--- config.mk ---
export PLATFORM = sky130hd
export DESIGN_NAME = gray_counter_n
export DESIGN_NICKNAME = d
export VERILOG_FILES = /design/src/rtl/gray_pkg.sv /design/src/rtl/gray_enc.sv /design/src/rtl/gray_counter_n.sv
export SDC_FILE = /design/constraint.sdc
export NUM_CORES = 1
export LEC_CHECK = 0
export CAP_MARGIN = 10
export CORE_AREA = 2 2 39 41
export CTS_BUF_LIST = sky130_fd_sc_hd__clkbuf_2 sky130_fd_sc_hd__clkbuf_4 sky130_fd_sc_hd__clkbuf_8
export CTS_CLUSTER_DIAMETER = 80
export DETAILED_ROUTE_END_ITERATION = 16
export DIE_AREA = 0 0 41 43
export GPL_TIMING_DRIVEN = 0
export PLACE_DENSITY = 0.86
export SYNTH_ARGS = -nofsm -noshare
export SYNTH_HDL_FRONTEND = slang
export SYNTH_SLANG_ARGS = --single-unit
--- constraint.sdc ---
create_clock -name Clk -period 2.1 [get_ports Clk]
set_input_delay 0.21 -clock Clk [delete_from_list [all_inputs] [get_ports Clk]]
set_output_delay 0.21 -clock Clk [all_outputs]
set_load 0.02 [all_outputs]
--- src/rtl/gray_pkg.sv ---
// rtl/gray_pkg.sv - shared Gray-code helpers and direction encodings
package gray_pkg;

    // Widest vector the helper functions operate on; narrower callers zero-extend.
    localparam int GRAY_MAX_W = 32;

    // Direction encodings for the Up input.
    localparam logic DIR_UP   = 1'b1;
    localparam logic DIR_DOWN = 1'b0;

    // Binary to reflected-binary Gray.
    function automatic logic [GRAY_MAX_W-1:0] bin2gray(input logic [GRAY_MAX_W-1:0] bin);
        return bin ^ (bin >> 1);
    endfunction

    // Reflected-binary Gray back to binary: each binary bit is the XOR of all
    // Gray bits at or above it.
    function automatic logic [GRAY_MAX_W-1:0] gray2bin(input logic [GRAY_MAX_W-1:0] gray);
        logic [GRAY_MAX_W-1:0] bin;
        bin[GRAY_MAX_W-1] = gray[GRAY_MAX_W-1];
        for (int i = GRAY_MAX_W - 2; i >= 0; i--) begin
            bin[i] = bin[i+1] ^ gray[i];
        end
        return bin;
    endfunction

endpackage

--- src/rtl/gray_enc.sv ---
// rtl/gray_enc.sv - combinational binary to Gray encoder
module gray_enc #(
    parameter int WIDTH = 4
) (
    input  logic [WIDTH-1:0] bin,
    output logic [WIDTH-1:0] gray
);

    // Adjacent binary values differ in exactly one bit after this mapping.
    always_comb begin
        gray = bin ^ (bin >> 1);
    end

endmodule

--- src/rtl/gray_counter_n.sv ---
// rtl/gray_counter_n.sv - up/down Gray counter with load and sticky wrap flags (GRAY_COUNTER_SATURATE_EN selects saturation)
module gray_counter_n #(
    parameter int WIDTH = 4,
    parameter int INIT  = 0
) (
    input  logic             Clk,
    input  logic             Reset,
    input  logic             En,
    input  logic             Up,
    input  logic             Load,
    input  logic [WIDTH-1:0] LoadVal,
    input  logic             FlagClr,
    output logic [WIDTH-1:0] Output,
    output logic [WIDTH-1:0] BinOut,
    output logic             Overflow,
    output logic             Underflow,
    output logic             Terminal
);

    import gray_pkg::*;

    localparam logic [WIDTH-1:0] CNT_MAX   = {WIDTH{1'b1}};
    localparam logic [WIDTH-1:0] CNT_ZERO  = {WIDTH{1'b0}};
    localparam logic [WIDTH-1:0] CNT_ONE   = {{(WIDTH-1){1'b0}}, 1'b1};
    localparam logic [WIDTH-1:0] INIT_BIN  = WIDTH'(INIT);
    localparam logic [WIDTH-1:0] INIT_GRAY = INIT_BIN ^ (INIT_BIN >> 1);

    logic [WIDTH-1:0] cnt_q;
    logic [WIDTH-1:0] cnt_d;
    logic [WIDTH-1:0] gray_q;
    logic [WIDTH-1:0] gray_d;
    logic             ovf_q;
    logic             ovf_d;
    logic             unf_q;
    logic             unf_d;
    logic             at_max;
    logic             at_zero;

    assign at_max  = (cnt_q == CNT_MAX);
    assign at_zero = (cnt_q == CNT_ZERO);

    // Gray code of the next count, so Output is a flop aligned with BinOut.
    gray_enc #(
        .WIDTH (WIDTH)
    ) u_gray_enc (
        .bin  (cnt_d),
        .gray (gray_d)
    );

    // Next count and flag state: load beats count, flag clear loses to a same-cycle wrap.
    always_comb begin
        cnt_d = cnt_q;
        ovf_d = FlagClr ? 1'b0 : ovf_q;
        unf_d = FlagClr ? 1'b0 : unf_q;
        if (Load) begin
            cnt_d = LoadVal;
        end else if (En) begin
            if (Up == DIR_UP) begin
                if (at_max) begin
                    ovf_d = 1'b1;
`ifdef GRAY_COUNTER_SATURATE_EN
                    cnt_d = cnt_q;
`else
                    cnt_d = CNT_ZERO;
`endif
                end else begin
                    cnt_d = cnt_q + CNT_ONE;
                end
            end else begin
                if (at_zero) begin
                    unf_d = 1'b1;
`ifdef GRAY_COUNTER_SATURATE_EN
                    cnt_d = cnt_q;
`else
                    cnt_d = CNT_MAX;
`endif
                end else begin
                    cnt_d = cnt_q - CNT_ONE;
                end
            end
        end
    end

    // State registers with asynchronous return to the INIT value.
    always_ff @(posedge Clk or negedge Reset) begin
        if (!Reset) begin
            cnt_q  <= INIT_BIN;
            gray_q <= INIT_GRAY;
            ovf_q  <= 1'b0;
            unf_q  <= 1'b0;
        end else begin
            cnt_q  <= cnt_d;
            gray_q <= gray_d;
            ovf_q  <= ovf_d;
            unf_q  <= unf_d;
        end
    end

    // Terminal looks at direction and count only; En does not gate it.
    always_comb begin
        Terminal = ((Up == DIR_UP) && at_max) || ((Up == DIR_DOWN) && at_zero);
    end

    assign Output    = gray_q;
    assign BinOut    = cnt_q;
    assign Overflow  = ovf_q;
    assign Underflow = unf_q;

endmodule
==> metrics.md <==
| Metric | Value |
|---|---|
| PwrDens | 779.0 nW/um2 |
| CTS Sinks | 9 |
| GP Congestion | 0.8080 |
| Core Box Area | 1384 um2 |
| Syn Nets | 67 |
| Sequential power share | 38.6% |
| Port bufs | 19 |
| Final WS setup | 158.4 ps |
| Highest routed layer | met4 |
| Slew headroom | 73.12% |
| Row count | 14 |
| # fillers | 130 |
| Peak supply drop | 0.0005870 V |
| Post-Syn Area | 539.3 um2 |
| Leak | 0.3556 nW |
| Commonest non-fill, non-tap cell in the layout | clkdlybuf4s50_1 |
| First drt pass iteration count | 2 |
| Clk slew on worst S/H paths | 60 ps |
| Clock Power Share | 24.3% |
| Skew final | 4.349 ps |
| Pins over their slew limit | 0 |
| Yosys top cell by area | dfrtp_1 |
| WHS Endpoint | BinOut[0] |
| RR Endpoint | Output[0] |
| Max_cap viols | 0 |
| Initial core utilization | 38.97% |
| All-layer global routing usage | 16.62% |
| HP Class | input pin to flop |
| Flop-to-flop setup slack | 320 ps |
| Internal | 0.4052 mW |
| Wl on met1 | 436 um |
| TritonCTS buffer count | 3 |
| Sw frac | 32.95% |
| DR WL/cell | 12.23 um |
| Post-DP HPWL | 903.8 um |
| Clock period minus worst slack | 1942 ps |
| Worst skew pair latency | 270 ps |
| Hold path cells | 2 |
| Crit Path Class | flop to output port |
| Root Buffer Master | clkbuf_4 |
| WL met3 | 84 um |
| Layout Nets | 91 |
| Outcome | finished clean |
| Vias | 484 |
| Synthesis Warnings | 0 |
| DRC errors left | 0 |
| Initial antenna violation count | 0 |
| Worst Tran Pin Value | 402.0 ps |
| CTS tree | done |
| Synth top area share | 41.76% |
| Diodes inserted | 0 |
| Final hold viol count | 0 |
| Hold Slack | 191.6 ps |
| Vias per cell | 5.149 |
| Syn Inst Count | 55 |
| Syn_area_per_cell | 9.805 um2 |
| Vias in the first global route | 459 |
| H-tree depth | 1 |
| Worst setup SP type | flop |
| Post-synthesis cell type count | 24 |
| Routed Wire Length | 1150 um |
| Die width | 41 um |
| Worst slack at placement | -68.94 ps |
| Max clock buf depth | 2 |
| DR iter-0 viols | 1 |
| Sw power | 0.1991 mW |
| Global-route wire length before repair | 1883 um |
| Util after Layout | 56.06% |
| Synth Register Bits | 9 |
| Depth of the most critical reg-to-reg path | 7 |
| Worst Setup End Kind | output port |
| Arrival time at the worst endpoint | 1730 ps |
| F_max | 0.5150 GHz |
| Unrepaired setup endpoints after global routing | false |
| Metal2 WL | 590 um |
| Commonest cells after routing, fill and taps aside | clkdlybuf4s50_1 (18), dfrtp_1 (8), inv_1 (8) |
| Sequential-to-total area share from yosys stat | 41.76% |
| Area Growth Syn to Fin | 43.85% |
| Pin count of the biggest net entering global routing | 11 |
| Layout cells sized above 1 | 15.38% |
| Setup violators final | 0 |
| # IOs | 21 |
| Antenna Nets Post-Route | 0 |
| Fin crit share | 92.46% |
| Hold_sp | Load |
| Die Span Y | 43 um |
| R2r startpoint | BinOut[1] |
| Data required, critical path | 1890 ps |
| Grt ovf | 0 |
| Worst-path maximum fanout | 8 |
| Top cells by area, synth | dfrtp_1 (42%), mux2i_1 (5.6%), inv_1 (5.6%), xnor2_1 (4.9%), ha_1 (4.6%) |
| Die area | 1763 um2 |
| Logic gate share of total power | 37.1% |
critical path, cell delays in order, from the launching register on:
cell     delay [ps]
dfrtp_1         460
inv_1            90
ha_1            180
or4b_4          480
nand2_1          80
buf_2           170
cell usage after synthesis:
cell type / count
dfrtp_1: 9
a21oi_1: 3
nor2b_1: 1
buf_4: 1
or2b_1: 1
nand4_1: 2
a211o_1: 1
or4b_4: 1
clkbuf_8: 1
o22ai_1: 2
nand2_1: 4
o311ai_0: 1
nand2b_1: 1
o21ai_2: 1
nor2_1: 4
a31oi_1: 1
xor2_1: 2
mux2i_1: 3
or4b_1: 1
xnor2_1: 3
a31o_2: 1
ha_1: 2
inv_1: 8
a21oi_2: 1
metal layers:
metal	vias up	GRT usage [%]
met3	4	9.424
met4	0	8.000
met2	17	24.69
met1	228	18.21
met5	-	0
li1	235	-
area by class of cell:
cell class                 instances  area, um2  area share (%)
buffer                             2      21.27           2.742
multi-input combinational         36      262.8           33.87
tap                               16      20.02           2.581
inverter                           8      30.03           3.871
sequential                         9      226.5           29.19
timing repair buffer              19      185.2           23.87
clock buffer                       4      30.03           3.871
kinds of logic after synthesis:
kind of cell,after synthesis,share of synthesized area [%]
buf+inv,10,9.513
compound gates,11,14.39
fa+ha+maj,2,4.640
xor+xnor,5,8.122
mux,3,5.569
simple gates,15,16.01
flops,9,41.76
per-stage QoR:
step | instance area (um2) | setup TNS, ps | instances | power, mW
3_5_place_dp | 749.5 | -68.94 | 90 | 0.4628
6_report | 775.7 | 0 | 94 | 0.6043
2_1_floorplan | 539.3 | 0 | 55 | 0.3559
4_1_cts | 780.7 | 0 | 94 | 0.6118
3_3_place_gp | 749.5 | -34.10 | 90 | 0.4532
5_1_grt | 775.7 | 0 | 94 | 0.6486
what timing repair did:
item | 4_1_cts | 5_1_grt
endpoints found under the setup margin | 1 | 1
hold buffers | 0 | 0
resized for setup | 3 | 2
hold endpoints to repair | 0 | 0
setup buffers | 0 | 0
sequential cells by signal (all words and copies together), names as in the netlist:
| name | count |
|---|---|
| Output | 3 |
| Overflow | 1 |
| BinOut | 4 |
| Underflow | 1 |
worst max path at each step:
stage / from / depth (start not counted) / slack [ps] / endpoint
finish: BinOut[1] / 5 / 160 / Terminal
global route: BinOut[0] / 5 / 70 / Terminal
CTS: BinOut[0] / 5 / 30 / Terminal
detailed placement: Up / 4 / -70 / Terminal
global placement: Up / 4 / -30 / Terminal
floorplan: BinOut[0] / 7 / 370 / Output[0]
power groups by stage:
stage	Combinational (mW)	Sequential (mW)	Clock, mW
after CTS	0.227	0.234	0.151
final	0.224	0.233	0.147
after global placement	0.222	0.231	0
after floorplan	0.0905	0.265	0
after detailed placement	0.226	0.237	0
after global routing	0.242	0.238	0.169
No activity file was read; power rests on OpenSTA's default activity.
